===== src/rtl/dac_ad5668_scheduler.sv =====
// rtl/dac_ad5668_scheduler.sv - AD5668 update scheduler: shadow registers, power-down and refresh arbitration
//
// Ports:
//   CLK, RST            system clock, synchronous active-high reset
//   wr_en/wr_ch/wr_data host write of one DAC code into a channel shadow register
//   ch_disable          per-channel power-down request (bit n = channel n)
//   dac_cmd_valid/ready frame handshake towards the serial frame shifter
//   dac_cmd_word        32-bit AD5668 frame, MSB first
//   pending             channels whose shadow value has not yet been sent
//   busy                a frame is presented or work remains for an enabled channel

module dac_ad5668_scheduler #(
    parameter int NUM_CH      = 8,
    parameter int REFRESH_DIV = 100000
) (
    input  logic                      CLK,
    input  logic                      RST,
    input  logic                      wr_en,
    input  logic [$clog2(NUM_CH)-1:0] wr_ch,
    input  logic [15:0]               wr_data,
    input  logic [NUM_CH-1:0]         ch_disable,
    output logic                      dac_cmd_valid,
    input  logic                      dac_cmd_ready,
    output logic [31:0]               dac_cmd_word,
    output logic [NUM_CH-1:0]         pending,
    output logic                      busy
);

    localparam int CH_W = $clog2(NUM_CH);
    localparam int CW   = (REFRESH_DIV > 1) ? $clog2(REFRESH_DIV) : 1;
    localparam logic [31:0] REF_FRAME = 32'h0800_0001;

    typedef enum logic [2:0] {S_INIT, S_IDLE, S_PWR_UP, S_PWR_DN, S_SEND} state_t;

    state_t            state;
    logic [15:0]       shadow [NUM_CH];
    logic [NUM_CH-1:0] dis_q;
    logic              power_pending;
    logic [CH_W-1:0]   rr_last;
    logic              rewrite_q;
    logic [CW-1:0]     refresh_cnt;

    logic              accept;
    logic              refresh_tc;
    logic [NUM_CH-1:0] eligible;
    logic [NUM_CH-1:0] pend_set;
    logic [NUM_CH-1:0] pend_clr;
    logic              rr_found;
    logic [CH_W-1:0]   rr_pick;

    function automatic logic [31:0] ch_frame(input logic [CH_W-1:0] ch, input logic [15:0] data);
        return {4'h0, 4'b0011, {(4-CH_W){1'b0}}, ch, data, 4'h0};
    endfunction

    function automatic logic [31:0] pwr_frame(input logic [1:0] mode, input logic [NUM_CH-1:0] mask);
        return {4'h0, 4'b0100, 14'h0, mode, mask};
    endfunction

    assign accept     = dac_cmd_valid & dac_cmd_ready;
    assign refresh_tc = (REFRESH_DIV != 0) && (refresh_cnt == CW'(REFRESH_DIV - 1));
    assign eligible   = pending & ~dis_q;
    assign busy       = dac_cmd_valid | power_pending | (|eligible);

    // Search starts one past the last channel served so every enabled channel gets a turn.
    always_comb begin
        rr_found = 1'b0;
        rr_pick  = rr_last;
        for (int k = 1; k <= NUM_CH; k++) begin
            if (!rr_found && eligible[rr_last + CH_W'(k)]) begin
                rr_found = 1'b1;
                rr_pick  = rr_last + CH_W'(k);
            end
        end
    end

    // Sets win over the clear. A write that landed while this channel's frame was
    // already registered (rewrite_q) keeps it pending so the newer code goes out next.
    always_comb begin
        pend_set = refresh_tc ? ~dis_q : '0;
        if (wr_en) begin
            pend_set[wr_ch] = 1'b1;
        end
        pend_clr = '0;
        if (state == S_SEND && accept && !rewrite_q) begin
            pend_clr[rr_last] = 1'b1;
        end
    end

    always_ff @(posedge CLK) begin
        if (RST) begin
            state         <= S_INIT;
            dac_cmd_valid <= 1'b0;
            dac_cmd_word  <= '0;
            pending       <= '0;
            dis_q         <= '0;
            power_pending <= 1'b0;
            rr_last       <= CH_W'(NUM_CH - 1);
            rewrite_q     <= 1'b0;
            refresh_cnt   <= '0;
            for (int i = 0; i < NUM_CH; i++) begin
                shadow[i] <= '0;
            end
        end else begin
            dis_q   <= ch_disable;
            pending <= (pending & ~pend_clr) | pend_set;
            if (wr_en) begin
                shadow[wr_ch] <= wr_data;
            end

            // A new disable change re-arms the request even on the edge IDLE consumes it.
            power_pending <= (dis_q != ch_disable) | (power_pending & (state != S_IDLE));

            if (refresh_tc) begin
                refresh_cnt <= '0;
            end else if (REFRESH_DIV != 0) begin
                refresh_cnt <= refresh_cnt + CW'(1);
            end

            case (state)
                S_INIT: begin
                    if (!dac_cmd_valid) begin
                        dac_cmd_valid <= 1'b1;
                        dac_cmd_word  <= REF_FRAME;
                    end else if (dac_cmd_ready) begin
                        dac_cmd_valid <= 1'b0;
                        state         <= S_IDLE;
                    end
                end
                S_IDLE: begin
                    if (power_pending) begin
                        dac_cmd_valid <= 1'b1;
                        if (&dis_q) begin
                            // Nothing to power up: go straight to the power-down frame.
                            dac_cmd_word <= pwr_frame(2'b01, dis_q);
                            state        <= S_PWR_DN;
                        end else begin
                            dac_cmd_word <= pwr_frame(2'b00, ~dis_q);
                            state        <= S_PWR_UP;
                        end
                    end else if (rr_found) begin
                        dac_cmd_valid <= 1'b1;
                        dac_cmd_word  <= ch_frame(rr_pick, shadow[rr_pick]);
                        rr_last       <= rr_pick;
                        rewrite_q     <= wr_en && (wr_ch == rr_pick);
                        state         <= S_SEND;
                    end
                end
                S_PWR_UP: begin
                    if (accept) begin
                        if (dis_q != '0) begin
                            dac_cmd_word <= pwr_frame(2'b01, dis_q);
                            state        <= S_PWR_DN;
                        end else begin
                            dac_cmd_valid <= 1'b0;
                            state         <= S_IDLE;
                        end
                    end
                end
                S_PWR_DN: begin
                    if (accept) begin
                        dac_cmd_valid <= 1'b0;
                        state         <= S_IDLE;
                    end
                end
                S_SEND: begin
                    if (wr_en && (wr_ch == rr_last)) begin
                        rewrite_q <= 1'b1;
                    end
                    if (accept) begin
                        dac_cmd_valid <= 1'b0;
                        state         <= S_IDLE;
                    end
                end
                default: begin
                    dac_cmd_valid <= 1'b0;
                    state         <= S_INIT;
                end
            endcase
        end
    end

endmodule

===== config.mk =====
export PLATFORM = sky130hd
export DESIGN_NAME = dac_ad5668_scheduler
export DESIGN_NICKNAME = d
export VERILOG_FILES = /design/src/rtl/dac_ad5668_scheduler.sv
export SDC_FILE = /design/constraint.sdc
export NUM_CORES = 1
export LEC_CHECK = 0
export ABC_CLOCK_PERIOD_IN_PS = 3700
export CAP_MARGIN = 15
export CORE_MARGIN = 1
export CORE_UTILIZATION = 45
export CTS_BUF_LIST = sky130_fd_sc_hd__clkbuf_4
export CTS_CLUSTER_SIZE = 25
export DETAILED_ROUTE_END_ITERATION = 8
export PLACE_DENSITY = 0.69
export SYNTH_ARGS = -nofsm -noshare
export SYNTH_HDL_FRONTEND = slang
export SYNTH_SLANG_ARGS = --single-unit

===== constraint.sdc =====
create_clock -name CLK -period 3.7 [get_ports CLK]
set_clock_uncertainty 0.2 [all_clocks]
set_input_delay 0.37 -clock CLK [delete_from_list [all_inputs] [get_ports CLK]]
set_output_delay 0.37 -clock CLK [all_outputs]
set_load 0.005 [all_outputs]

# After elaboration in Yosys (flattened, before gate mapping)

Memory sizes are Yosys's and may differ from the RTL's.
Cells that the tools add are included.
W data, S select, Z words.

Register bits: 74
Input bits: 31
Output and inout bits: 42
Bits in writable memories: 128
Word-level logic and storage cells: 171
Memories kept: 1

Memory list:

| memory | words | width | read ports | clocked after memory_dff | write ports | line | RTL |
|---|---|---|---|---|---|---|---|
| shadow | 8     | 16    | 1          | 0                        | 8           | 36   | `logic [15:0] shadow [NUM_CH];` |

Order comparisons: 11
$add $sub $neg: 8
Eq/ne operators: 20
Muxes and demuxes: 75
Reduce and logical (&&, ||, !) cells: 35
Bitwise logic cells: 12

Operators by type and width:

| operator                | number |
|---|---|
| $mux W32                | 5 |
| $pmux W32 S3            | 1 |
| $mux W3                 | 15 |
| $lt A3 B4 Y1 const B    | 9 |
| $mux W1                 | 35 |
| $bmux W1 S3             | 8 |
| $mux W8                 | 3 |
| $add A17 B1 Y17 const B | 1 |
| $eq A17 B17 Y1 const B  | 1 |
| $and A8 B8 Y8           | 2 |
| $mux W16                | 1 |
| $ne A2 B2 Y1 const B    | 8 |
| $not A8 Y8              | 2 |
| $or A8 B8 Y8            | 2 |
| $reduce_or A16 Y1       | 1 |
| $logic_and A1 B1 Y1     | 13 |
| $add A3 B3 Y3 const B   | 4 |
| $pmux W3 S4             | 1 |
| $reduce_and A5 Y1       | 2 |
| $mux W9                 | 1 |
| $logic_not A1 Y1        | 8 |
| $ne A8 B8 Y1            | 1 |
| $reduce_and A4 Y1       | 2 |
| $reduce_and A8 Y1       | 1 |
| 24 further kinds        | 34 |

# Longest topological paths before layout

Gate-level depths: netlist of run 1.

Depth after elaboration: 31
Mapped depth: 15
Mapped depth without buffers: 11

# Least setup slack after synthesis of run 1

OpenSTA, ideal clock, no wires.

Path kind: register to register
Start point: reg rr_last[0]
End point: reg dac_cmd_word[10]
Buffers on the path: 2
Slack: 149 ps
Period minus slack after synthesis: 3551 ps
Setup time: 122 ps
Required time: 3378 ps
Arrival: 3229 ps
Stages on the path, launching flop included: 14
Cell sequence: dfxtp_1 > inv_2 > buf_6 > ha_1 > buf_2 > and4b_1 > nor4_1 > nor2_1 > o31ai_1 > nor4bb_1 > o32a_1 > o211ai_1 > nor2_1 > a221o_1

Cells in the longest elaborated chain, start to end: 29
Elaborated cells between the ends (all ways): 59
Classes of those cells: add/sub: 7; eq/ne: 1; mux: 35; reduce/logical: 15; memory: 1

Ends and longest elaborated chain:

| item                          | line   | RTL |
|---|---|---|
| start, declared               | 39     | `logic [CH_W-1:0] rr_last;` |
| start signal, assigned        | 97     | `rr_last <= CH_W'(NUM_CH - 1);` |
| start signal, assigned        | 143    | `rr_last <= rr_pick;` |
| $add A3 B1 Y3                 | 69, 71 |  |
| $bmux W1 S3                   | 69     | `if (!rr_found && eligible[rr_last + CH_W'(k)]) begin` |
| $mux W1 (implied by the code) | 69     |  |
| $mux W1                       | 69     |  |
| $logic_not A1 Y1              | 69     |  |
| $logic_and A1 B1 Y1           | 69     |  |
| $mux W1                       | 69     |  |
| $logic_not A1 Y1              | 69     |  |
| [13 not listed]               | -      |  |
| $mux W1                       | 69     |  |
| $logic_not A1 Y1              | 69     |  |
| $logic_and A1 B1 Y1           | 69     |  |
| $mux W3                       | 69     |  |
| $mem_v2 Z8 W16                | -      |  |
| $mux W32                      | 140    | `end else if (rr_found) begin` |
| $mux W32                      | 130    | `if (power_pending) begin` |
| $pmux W32 S3                  | 119    | `case (state)` |
| end signal, assigned          | 134    | `dac_cmd_word <= pwr_frame(2'b01, dis_q);` |
| end signal, assigned          | 137    | `dac_cmd_word <= pwr_frame(2'b00, ~dis_q);` |
| end signal, assigned          | 142    | `dac_cmd_word <= ch_frame(rr_pick, shadow[rr_pick]);` |
| end, declared                 | 24     | `output logic [31:0] dac_cmd_word,` |

Parallel ways exist; a longest one is shown, timed or not. The select of a mux whose other input is x is not followed.
A chain may end at the register's enable or synchronous reset.

# Final worst setup path of run 1

Start point: reg rr_last[1]
End point: reg dac_cmd_word[7]

The elaborated chain is that of the path after synthesis.

==> results of run 1 <==
## worst min path at each step
| stage | start | endpoint |
|---|---|---|
| 5_1_grt | ch_disable[2] | dis_q[2] |
| 4_1_cts | ch_disable[2] | dis_q[2] |
| 3_3_place_gp | dac_cmd_word[21] | dac_cmd_word[21] |
| 6_report | ch_disable[2] | dis_q[2] |
| 3_5_place_dp | dac_cmd_word[21] | dac_cmd_word[21] |
| 2_1_floorplan | refresh_cnt[0] | refresh_cnt[0] |
## cells in the mapped netlist (12+ instances only)
master / count
dfxtp_1: 68
and2_1: 130
buf_4: 12
clkbuf_1: 26
a21oi_1: 33
xor2_1: 16
nand3_1: 23
o21ai_0: 28
or3_1: 18
nor2_1: 66
mux4_2: 16
nor2b_1: 20
inv_1: 19
edfxtp_1: 128
mux2i_1: 70
nand2_1: 58
buf_2: 13
xnor2_1: 13
nand2b_1: 16
a221o_1: 12
## flip-flops by register name (all words and copies together) (netlist names)
signal / cells
dac_cmd_valid: 1
dac_cmd_word: 26
dis_q: 8
pending: 8
power_pending: 1
refresh_cnt: 17
rewrite_q: 1
rr_last: 3
shadow: 128
state: 3
## through the flow
stage | instance area [um2] | total power, mW | hold WS (ps)
floorplan | 10200 | 3.27 | 230
global placement | 11500 | 3.67 | 244
detailed placement | 11500 | 3.69 | 252
CTS | 11800 | 4.87 | 122
global route | 11900 | 5.08 | 116
finish | 11900 | 4.86 | 157
## what timing repair did
| item | CTS | global route |
|---|---|---|
| buffers inserted | 0 | 0 |
| setup endpoints to repair | 14 | 17 |
| pin swaps | 0 | 1 |
| gates cloned | 0 | 0 |
| gates resized for setup | 3 | 12 |
| endpoints found under the hold margin | 0 | 0 |
## per-layer routing
| metal | track usage | vias up |
|---|---|---|
| met5 | 0 | - |
| met4 | 0.0717 | 0 |
| met3 | 0.0373 | 33 |
| met2 | 0.371 | 247 |
| met1 | 0.311 | 3673 |
| li1 | - | 3577 |
## cell type report
cell class | count | area share
tap | 280 | 0.0294
sequential | 196 | 0.438
antenna | 1 | 0.000210
clock buffer | 17 | 0.0107
timing repair buffer | 136 | 0.104
clock inverter | 15 | 0.0151
inverter | 24 | 0.00778
multi-input combinational | 661 | 0.395
## kinds of logic after synthesis
group,synth area share
and+or+nand+nor,0.207
DFF,0.509
AOI/OAI and AO/OA,0.0918
muxes,0.118
buffers and inverters,0.0404
xor gates and xnor gates,0.0248
adders and majority gates,0.00856
other,0.000367
## worst max-delay path, cell delays in order, from the launching register on
cell       delay, ps
dfxtp_2          410
inv_4             60
ha_1             330
inv_1            210
mux4_2           410
mux2i_4          180
nand4bb_2        180
o32a_1           380
a22o_2           310
buf_4            220
a211oi_1         200
a2111oi_1        100
a211o_1          290
## power groups by stage
| stage | clock [mW] | combinational (mW) | sequential [mW] |
|---|---|---|---|
| final | 1.21 | 1.12 | 2.54 |
| after global routing | 1.31 | 1.21 | 2.55 |
| after CTS | 1.23 | 1.11 | 2.54 |
| after detailed placement | 0 | 1.10 | 2.59 |
| after global placement | 0 | 1.09 | 2.58 |
| after floorplan | 0 | 0.704 | 2.57 |
## layout by cell type (no fill, tap or decap), types with 18 or more instances in the layout
| cell | count |
|---|---|
| nand2_1 | 58 |
| inv_1 | 19 |
| buf_4 | 65 |
| or3_1 | 18 |
| a21oi_1 | 33 |
| nor2b_1 | 20 |
| nand3_1 | 23 |
| clkdlybuf4s50_1 | 67 |
| nor2_1 | 66 |
| edfxtp_1 | 128 |
| and2_1 | 130 |
| o21ai_0 | 28 |
| dfxtp_1 | 66 |
| mux2i_1 | 69 |
==> results.md, run 1 <==
- Port buffer count: 67
- Area of the die: 0.0233 mm2
- Area Overhead vs Synth: 16.4%
- Hold path depth: 2
- Critical path endpoint: dac_cmd_word[7]
- Yosys warnings: 0
- Clock-pin slew on the worst setup and hold paths: 180 ps
- RD Place Congestion: 0.926
- Drt wl/cell: 19.3 um
- Final sum of negative setup slack: 0 ps
- Async SR Flop Fraction: 0
- Buffer depth of the longest clock path: 2
- Worst setup margin: 115 ps
- Iteration-0 DRC count of the detailed router: 690
- Worst-Margin Slew: a little under 900 ps
- Num ports: between 70 and 80
- Hold violation total from the final report: 0
- Setup Crit Path Kind: reg2reg
- Antenna-violating nets left: 0
- Run status: complete, but fails checks
- Met3 WL post-DR: 1.57 mm
- Power per Cell Area: approximately 410 mW/mm2
- Initial core utilization: 0.464
- Cell at the root of the clock tree: clkbuf_4
- Tmin final: 3590 ps
- Leakage dissipation: 4.66 nW
- Post-layout util: 0.540
- Number of enable flip-flop cells after synthesis: 128
- Element type at the critical path start: register
- Number of distinct library cells after synthesis: a little under 70
- Data arrival time of the critical path: about 3900 ps
- Violated checks: design-rule violations
- Worst min path class: in2reg
- Commonest register cell after synthesis: edfxtp_1
- Global-route wire length before repair: 40.9 mm
- Fraction of power consumed by the clock network: 0.248
- RSZ-0062 raised after global routing: false
- Category of the worst setup path capture point: register
- Final count of negative-setup-slack endpoints: 0
- Clock buffers created by TritonCTS: 17
- Total grt overflow: 0
- Number of standard-cell rows in the floorplan: 54
- Yosys top cell by area: edfxtp_1
- Synth Instances: 936
- Non-Filler Instances: between 1000 and 1500
- Avg Inst Size Synth: 10.9 um2
- Fmax: 279 MHz
- Source of the worst register-to-register timing path: rr_last[1]
- DP Cell Count: 1297
- Final Slew Violations: 0
- Width of the die: 153 um
- Worst-skew pair later-pin latency: 600 ps
- Sequential share of power: 0.522
- Placement-stage worst setup slack: -130 ps
- Met2 WL post-DR: 12.4 mm
- Clock sink count: 196
- Highest metal used: met4
- Multi-input combinational cell area: 0.00470 mm2
- Number of flip-flops and latches in the synthesized netlist: 196
- Estimated wirelength of the detail-placed design: 17.9 mm
- Data required time of the critical path: 4000 ps
- Footprint of the flip-flops and latches: 0.00521 mm2
- Via count of the first global-routing pass: 7342
- Worst supply voltage drop on vdd: between 0.00015 and 0.0002 V
- Area fraction of the dominant cell type after synthesis: 0.376
- Via-per-instance ratio: 5.66
- Number of max-capacitance violations reported: 0
- Number of nets in the layout: roughly 1100
- Net load switching power: 1.53 mW
- Worst R2R Path Depth: 12
- Total core area: 0.0220 mm2
- Maximum number of pins on one net before global-route repair: 41
- Remaining max-slew budget at the tightest pin: 0.415
- Crit. Startpoint: rr_last[1]
- Share of layout cells above drive strength 1: 0.144
- Crit path max fanout: 14
- Total Routed Length: 25.7 mm
- Die Ht: 153 um
- Sw Share: 0.315
- Number of antenna violations at the first check in global routing: 1
- Cts-stage hold buffer count: 0
- Leading post-synthesis cells by cell area: edfxtp_1 38%, dfxtp_1 13%, and2_1 8.0%, mux2i_1 6.9%, mux4_2 3.5%
- Maximum level of the CTS H-tree: 4
- Portion of total power attributed to combinational logic: 0.230
- # fillers: 1908
- Cell internal power dissipation: 3.33 mW
- Sequential element share of the synthesized area: 0.509
- Combined area of all synthesized cells: just over 0.01 mm2
- Overall global routing resource usage: 0.228
- TritonCTS clock tree: done
- Crit share post-route: 0.969
- Remaining DRCs: 1
- Reg-to-reg setup timing slack: 110 ps
- Detailed-routing iteration count for the pre-antenna-repair pass: 9
- Via total after detailed routing: 7530
- Wl on met1: 11.3 mm
- Reg2Reg Capture Point: dac_cmd_word[7]
No activity file was read; power rests on OpenSTA's default activity.
==> run 2: changes to the inputs <==
--- a/config.mk
+++ b/config.mk
@@ -7,12 +7,11 @@
 export LEC_CHECK = 0
 export ABC_CLOCK_PERIOD_IN_PS = 3700
 export CAP_MARGIN = 15
-export CORE_MARGIN = 1
-export CORE_UTILIZATION = 45
+export CORE_UTILIZATION = 30
 export CTS_BUF_LIST = sky130_fd_sc_hd__clkbuf_4
 export CTS_CLUSTER_SIZE = 25
 export DETAILED_ROUTE_END_ITERATION = 8
-export PLACE_DENSITY = 0.69
+export PLACE_DENSITY = 0.51
 export SYNTH_ARGS = -nofsm -noshare
 export SYNTH_HDL_FRONTEND = slang
 export SYNTH_SLANG_ARGS = --single-unit
==> run 2 against run 1 <==
- largest power group unchanged
- worst setup slack improved by 9.5 ps
- cell area increased by 2.8%
- wire length increased by 11%
- die area increased by 49%
- combinational power increased by 5%
- clock-buffer cell count unchanged
- the flow now finishes without violations
- fmax increased by 0.27%
- sequential cell count unchanged
==> results.md, run 2 (synthesis gave the netlist of run 1 again) <==
- Remaining DRCs: 0
- Delay of the slowest cell on the worst path: 420 ps
- Number of flip-flops under the largest register name: 128
- Post-route cell area: approximately 0.012 mm2
- Setup Crit Path Kind: reg2reg
- Overall global routing resource usage: 0.166
- Total core area: about 0.034 mm2
- Cell at the root of the clock tree: clkbuf_4
- Area of the die: approximately 0.035 mm2
- Via count of the first global-routing pass: 7282
- Tmin final: 3580 ps
- Num ports: 73
- Run status: finished, final reports clean
- Worst-skew pair later-pin latency: 640 ps
- Final Slew Violations: 0
- Worst min path class: in2reg
- Cells along the critical path: inv_4, ha_1, inv_1, mux4_2, mux2i_4, nand4bb_2, o32a_1, a22o_2, buf_12, a211o_1, a21oi_1, o32ai_1
- RD Place Congestion: slightly below 0.9
- Overall power after layout: between 4 and 5 mW
- Drt wl/cell: 19.0 um
- Number of standard-cell rows in the floorplan: between 60 and 70
- Category of the worst setup path capture point: register
- Via-per-instance ratio: between 4 and 5
- DP Cell Count: 1465
- Clock buffers created by TritonCTS: 17
- Hold path depth: 2
- Data arrival time of the critical path: 3890 ps
- Worst setup margin: 124 ps
- Buffer depth of the longest clock path: 2
- Area Overhead vs Synth: 19.6%
- Total Routed Length: 28.5 mm
- Worst-Margin Slew: between 600 and 700 ps
- Detailed-routing iteration count for the pre-antenna-repair pass: 8
- Non-Filler Instances: 1502
- Initial core utilization: 0.305
- Antenna-violating nets left: 0
- Maximum level of the CTS H-tree: 4
- Hold violation total from the final report: 0
- Port buffer count: 67
- Element type at the critical path start: register
- Total grt overflow: 0
- Final count of negative-setup-slack endpoints: 0
- Fmax: 280 MHz
- Width of the die: 187 um
- Data required time of the critical path: about 4000 ps
- Maximum number of pins on one net before global-route repair: 31
- Crit share post-route: 0.966
- TritonCTS clock tree: done
- Via total after detailed routing: around 7400
- Share of layout cells above drive strength 1: 0.149
- Power per Cell Area: 404 mW/mm2
- Clock sink count: 196
- Placement-stage worst setup slack: -137 ps
- RSZ-0062 raised after global routing: true
- Most used cells in the layout excluding fill and tap cells: 130 x and2_1, 128 x edfxtp_1, 70 x mux2i_1
- Iteration-0 DRC count of the detailed router: 739
- Commonest non-fill, non-tap cell in the layout: and2_1
- Post-layout util: 0.365
- Estimated wirelength of the detail-placed design: 19.9 mm
- Leakage dissipation: 4.72 nW
- Die Ht: approximately 190 um
- Clock-pin slew on the worst setup and hold paths: 180 ps
- Remaining max-slew budget at the tightest pin: 0.559
- Number of antenna violations at the first check in global routing: 2
- Biggest regs: shadow x128, dac_cmd_word x26, refresh_cnt x17
- Crit path max fanout: 20
- Worst R2R Path Depth: 12
- Global-route wire length before repair: ~44 mm
- Number of nets in the layout: 1077
- Worst supply voltage drop on vdd: 0.000202 V
- Cell at the slowest stage of the critical path: dfxtp_2
- Register bank with the most flops: shadow
- Area post-placement: 0.0117 mm2
- Number of max-capacitance violations reported: 0
==> run 2: routing by layer <==
| metal | part of all wire | global-route usage | wire length, um | up-vias |
|---|---|---|---|---|
| li1 | - | - | - | 3590 |
| met1 | 0.47 | 0.229 | 13400 | 3616 |
| met2 | 0.47 | 0.264 | 13300 | 202 |
| met3 | 0.041 | 0.0261 | 1160 | 36 |
| met4 | 0.022 | 0.0583 | 635 | 0 |
| met5 | 0 | 0 | 0 | - |
==> run 2: cell type report <==
| class | count | area [um2] |
|---|---|---|
| fill | 3373 | 21300 |
| sequential | 196 | 5210 |
| multi-input combinational | 661 | 4720 |
| timing repair buffer | 139 | 1330 |
| tap | 448 | 561 |
| clock inverter | 15 | 193 |
| clock buffer | 17 | 128 |
| inverter | 24 | 92.6 |
| antenna | 2 | 5.00 |
==> run 2: worst max-delay path: cells and delay by family, from the launching register on <==
family / cells / cell delay [ps]
adder cells (fa/ha/maj): 1 / 360
AND/OR/NAND/NOR: 1 / 170
multiplexers: 2 / 580
buffers and inverters: 3 / 430
AO/OA/AOI/OAI: 5 / 1300
flip-flops: 1 / 420
==> run 2: worst paths after layout <==
path                    startpoint          endpoint  slack [ps]
setup / recovery        rr_last[1]   dac_cmd_word[4]         120
hold / removal       ch_disable[6]          dis_q[6]         140
setup reg to reg        rr_last[1]   dac_cmd_word[4]         120
hold reg to reg   dac_cmd_word[21]  dac_cmd_word[21]         270
==> run 2: stage by stage <==
stage / TNS (ps) / hold WS, ps
2_1_floorplan: 0 / 230
3_3_place_gp: -275 / 247
3_5_place_dp: -858 / 256
4_1_cts: 0 / 91.4
5_1_grt: -19.4 / 98.4
6_report: 0 / 142
==> run 2: where the power goes <==
| group | internal (mW) | total, mW | switching [mW] | leakage [nW] |
|---|---|---|---|---|
| clock network | 0.334 | 1.22 | 0.888 | 0.167 |
| logic | 0.515 | 1.18 | 0.663 | 2.76 |
| registers | 2.47 | 2.54 | 0.0731 | 1.79 |
| total | 3.32 | 4.94 | 1.62 | 4.72 |
==> run 2: repair_timing <==
| action | in CTS | in global routing |
|---|---|---|
| endpoints found under the setup margin | 14 | 18 |
| hold buffers | 0 | 0 |
| cloned | 0 | 2 |
| pin swaps | 1 | 3 |
| buffers inserted | 0 | 1 |
| gates resized for setup | 8 | 12 |
==> run 3: changes to the inputs <==
==> config.mk (replaced) <==
export PLATFORM = sky130hd
export DESIGN_NAME = dac_ad5668_scheduler
export DESIGN_NICKNAME = d
export VERILOG_FILES = /design/src/rtl/dac_ad5668_scheduler.sv
export SDC_FILE = /design/constraint.sdc
export NUM_CORES = 1
export LEC_CHECK = 0
export ABC_CLOCK_PERIOD_IN_PS = 4260
export CAP_MARGIN = 15
export CORE_UTILIZATION = 38
export CTS_BUF_LIST = sky130_fd_sc_hd__clkbuf_4
export CTS_CLUSTER_SIZE = 25
export DETAILED_ROUTE_END_ITERATION = 8
export PLACE_DENSITY = 0.59
export SYNTH_ARGS = -nofsm -noshare
export SYNTH_HDL_FRONTEND = slang
export SYNTH_SLANG_ARGS = --single-unit
==> constraint.sdc (replaced) <==
create_clock -name CLK -period 4.26 [get_ports CLK]
set_clock_uncertainty 0.2 [all_clocks]
set_input_delay 0.426 -clock CLK [delete_from_list [all_inputs] [get_ports CLK]]
set_output_delay 0.426 -clock CLK [all_outputs]
set_load 0.005 [all_outputs]
==> run 3 against run 2 <==
- total power shrank 16%
- sequential share of layout area is 2.0 points higher
- register-to-register slack improved by 130 ps
- combinational power fell by 23%
- fmax down 11%
- cell count down 9.5%
- wire length is 5.7% lower
- clock power down 15%
- sequential power down 13%
- the flow now finishes with violations (design-rule violations)
- worst hold slack better by 65 ps
- largest power group unchanged
- non-clock buffer count decreased by 28
==> results.md, run 3 (synthesis gave the netlist of run 1 again) <==
- Biggest regs: shadow x128, dac_cmd_word x26, refresh_cnt x17
- Data arrival time of the critical path: between 4000 and 5000 ps
- Cell at the root of the clock tree: clkbuf_4
- Iteration-0 DRC count of the detailed router: 664
- Tmin final: 4010 ps
- TritonCTS clock tree: done
- Run status: complete, but fails checks
- Overall global routing resource usage: 0.202
- Port buffer count: 67
- Number of antenna violations at the first check in global routing: 1
- Power per Cell Area: 357 mW/mm2
- Final count of negative-setup-slack endpoints: 0
- Maximum level of the CTS H-tree: 4
- Data required time of the critical path: ~4600 ps
- Via-per-instance ratio: 5.41
- Antenna-violating nets left: 0
- Number of nets in the layout: about 1000
- Number of standard-cell rows in the floorplan: 59
- Post-route cell area: between 0.01 and 0.015 mm2
- Area Overhead vs Synth: 14.1%
- Register bank with the most flops: shadow
- Number of max-capacitance violations reported: 0
- Total Routed Length: 26.9 mm
- Leakage dissipation: roughly 4.5 nW
- Global-route wire length before repair: ~42 mm
- Total grt overflow: 0
- Width of the die: 166 um
- Cts-stage hold buffer count: 0
- Initial core utilization: 0.390
- Worst-skew pair later-pin latency: 600 ps
- Final Slew Violations: 0
- Violated checks: design-rule violations
- Number of flip-flops under the largest register name: 128
- Detailed-routing iteration count for the pre-antenna-repair pass: 7
- Share of layout cells above drive strength 1: 0.114
- RD Place Congestion: slightly above 0.9
- Drt wl/cell: 19.7 um
- Worst-Margin Slew: 971 ps
- Via count of the first global-routing pass: about 7000
- Cell at the slowest stage of the critical path: dfxtp_1
- Delay of the slowest cell on the worst path: about 640 ps
- Final sum of negative setup slack: 0 ps
- Category of the worst setup path capture point: register
- Hold violation total from the final report: 0
- Clock buffers created by TritonCTS: 17
- Crit path max fanout: 15
- Via total after detailed routing: 7364
- Element type at the critical path start: register
- Area post-placement: 0.0113 mm2
- Crit share post-route: 0.941
- RSZ-0062 raised after global routing: false
- Num ports: 73
- Total core area: about 0.026 mm2
- Worst supply voltage drop on vdd: 0.000149 V
- Maximum number of pins on one net before global-route repair: 41
- Setup Crit Path Kind: reg2reg
- Most used cells in the layout excluding fill and tap cells: 130 x and2_1, 128 x edfxtp_1, 70 x mux2i_1
- Estimated wirelength of the detail-placed design: between 15 and 20 mm
- Clock sink count: just under 200
- Die Ht: 166 um
- Area of the die: 0.0276 mm2
- Remaining max-slew budget at the tightest pin: 0.351
- Clock-pin slew on the worst setup and hold paths: 190 ps
- Remaining DRCs: 8
- Buffer depth of the longest clock path: 2
- Worst min path class: in2reg
- Commonest non-fill, non-tap cell in the layout: and2_1
- Fmax: approximately 250 MHz
- Cells along the critical path: inv_2, ha_1, inv_1, mux4_2, mux2i_4, nand4bb_2, o32a_1, a22o_2, buf_4, mux2i_1, o21ai_0, a221o_1
==> run 3: cell types whose count changed in the layout (fill, tap and decap cells not counted), sizes merged <==
| cell | previous run | this run |
|---|---|---|
| buf | 70 | 44 |
| clkbuf | 19 | 17 |
| clkinv | 7 | 8 |
| diode | 2 | 1 |
| inv | 31 | 30 |
==> run 3: worst paths after layout <==
kind | slack, ps | from | cells after the start | endpoint
max | 250 | rr_last[2] | 12 | dac_cmd_word[15]
min | 210 | ch_disable[7] | 2 | dis_q[7]
max reg2reg | 250 | rr_last[2] | 12 | dac_cmd_word[15]
min reg2reg | 270 | dac_cmd_word[21] | 2 | dac_cmd_word[21]
==> run 3: critical path: cells and delay by family (launching register included) <==
| family | cells | cell delay (ps) |
|---|---|---|
| multiplexers | 3 | 870 |
| AO/OA/AOI/OAI | 4 | 1100 |
| buffers and inverters | 3 | 560 |
| AND/OR/NAND/NOR | 1 | 190 |
| flip-flops | 1 | 640 |
| adder cells (fa/ha/maj) | 1 | 340 |
==> run 3: where the power goes <==
part	total [mW]	internal (mW)	switching (mW)
Clock	1.04	0.278	0.759
Combinational	0.913	0.374	0.540
Sequential	2.21	2.15	0.0660
Total	4.16	2.80	1.36
==> run 3: area by class of cell <==
cell class | instances | area (um2)
antenna | 1 | 2.50
clock buffer | 17 | 128
clock inverter | 15 | 176
fill | 2414 | 14500
inverter | 24 | 92.6
multi-input combinational | 661 | 4630
sequential | 196 | 5200
tap | 335 | 419
timing repair buffer | 111 | 1010
==> run 3: timing repair <==
action | 4_1_cts | 5_1_grt
setup endpoints to repair | 0 | 14
setup buffers | 0 | 1
gates resized for setup | 0 | 1
==> run 3: routing by layer <==
metal	part of all wire	vias to the layer above	GRT usage
li1	-	3524	-
met1	0.45	3556	0.273
met2	0.46	253	0.322
met3	0.071	31	0.0460
met4	0.016	0	0.0618
met5	0	-	0
==> run 3: through the flow <==
stage / util / total power [mW] / hold WS (ps) / setup slack, ps / std cells
floorplan: - / 2.84 / 230 / 709 / 940
global placement: 0.433 / 3.16 / 242 / 167 / 1325
detailed placement: 0.433 / 3.16 / 249 / 131 / 1325
CTS: 0.444 / 4.19 / 178 / 89.6 / 1357
global route: 0.445 / 4.36 / 185 / 30.5 / 1360
finish: 0.445 / 4.16 / 207 / 250 / 1360
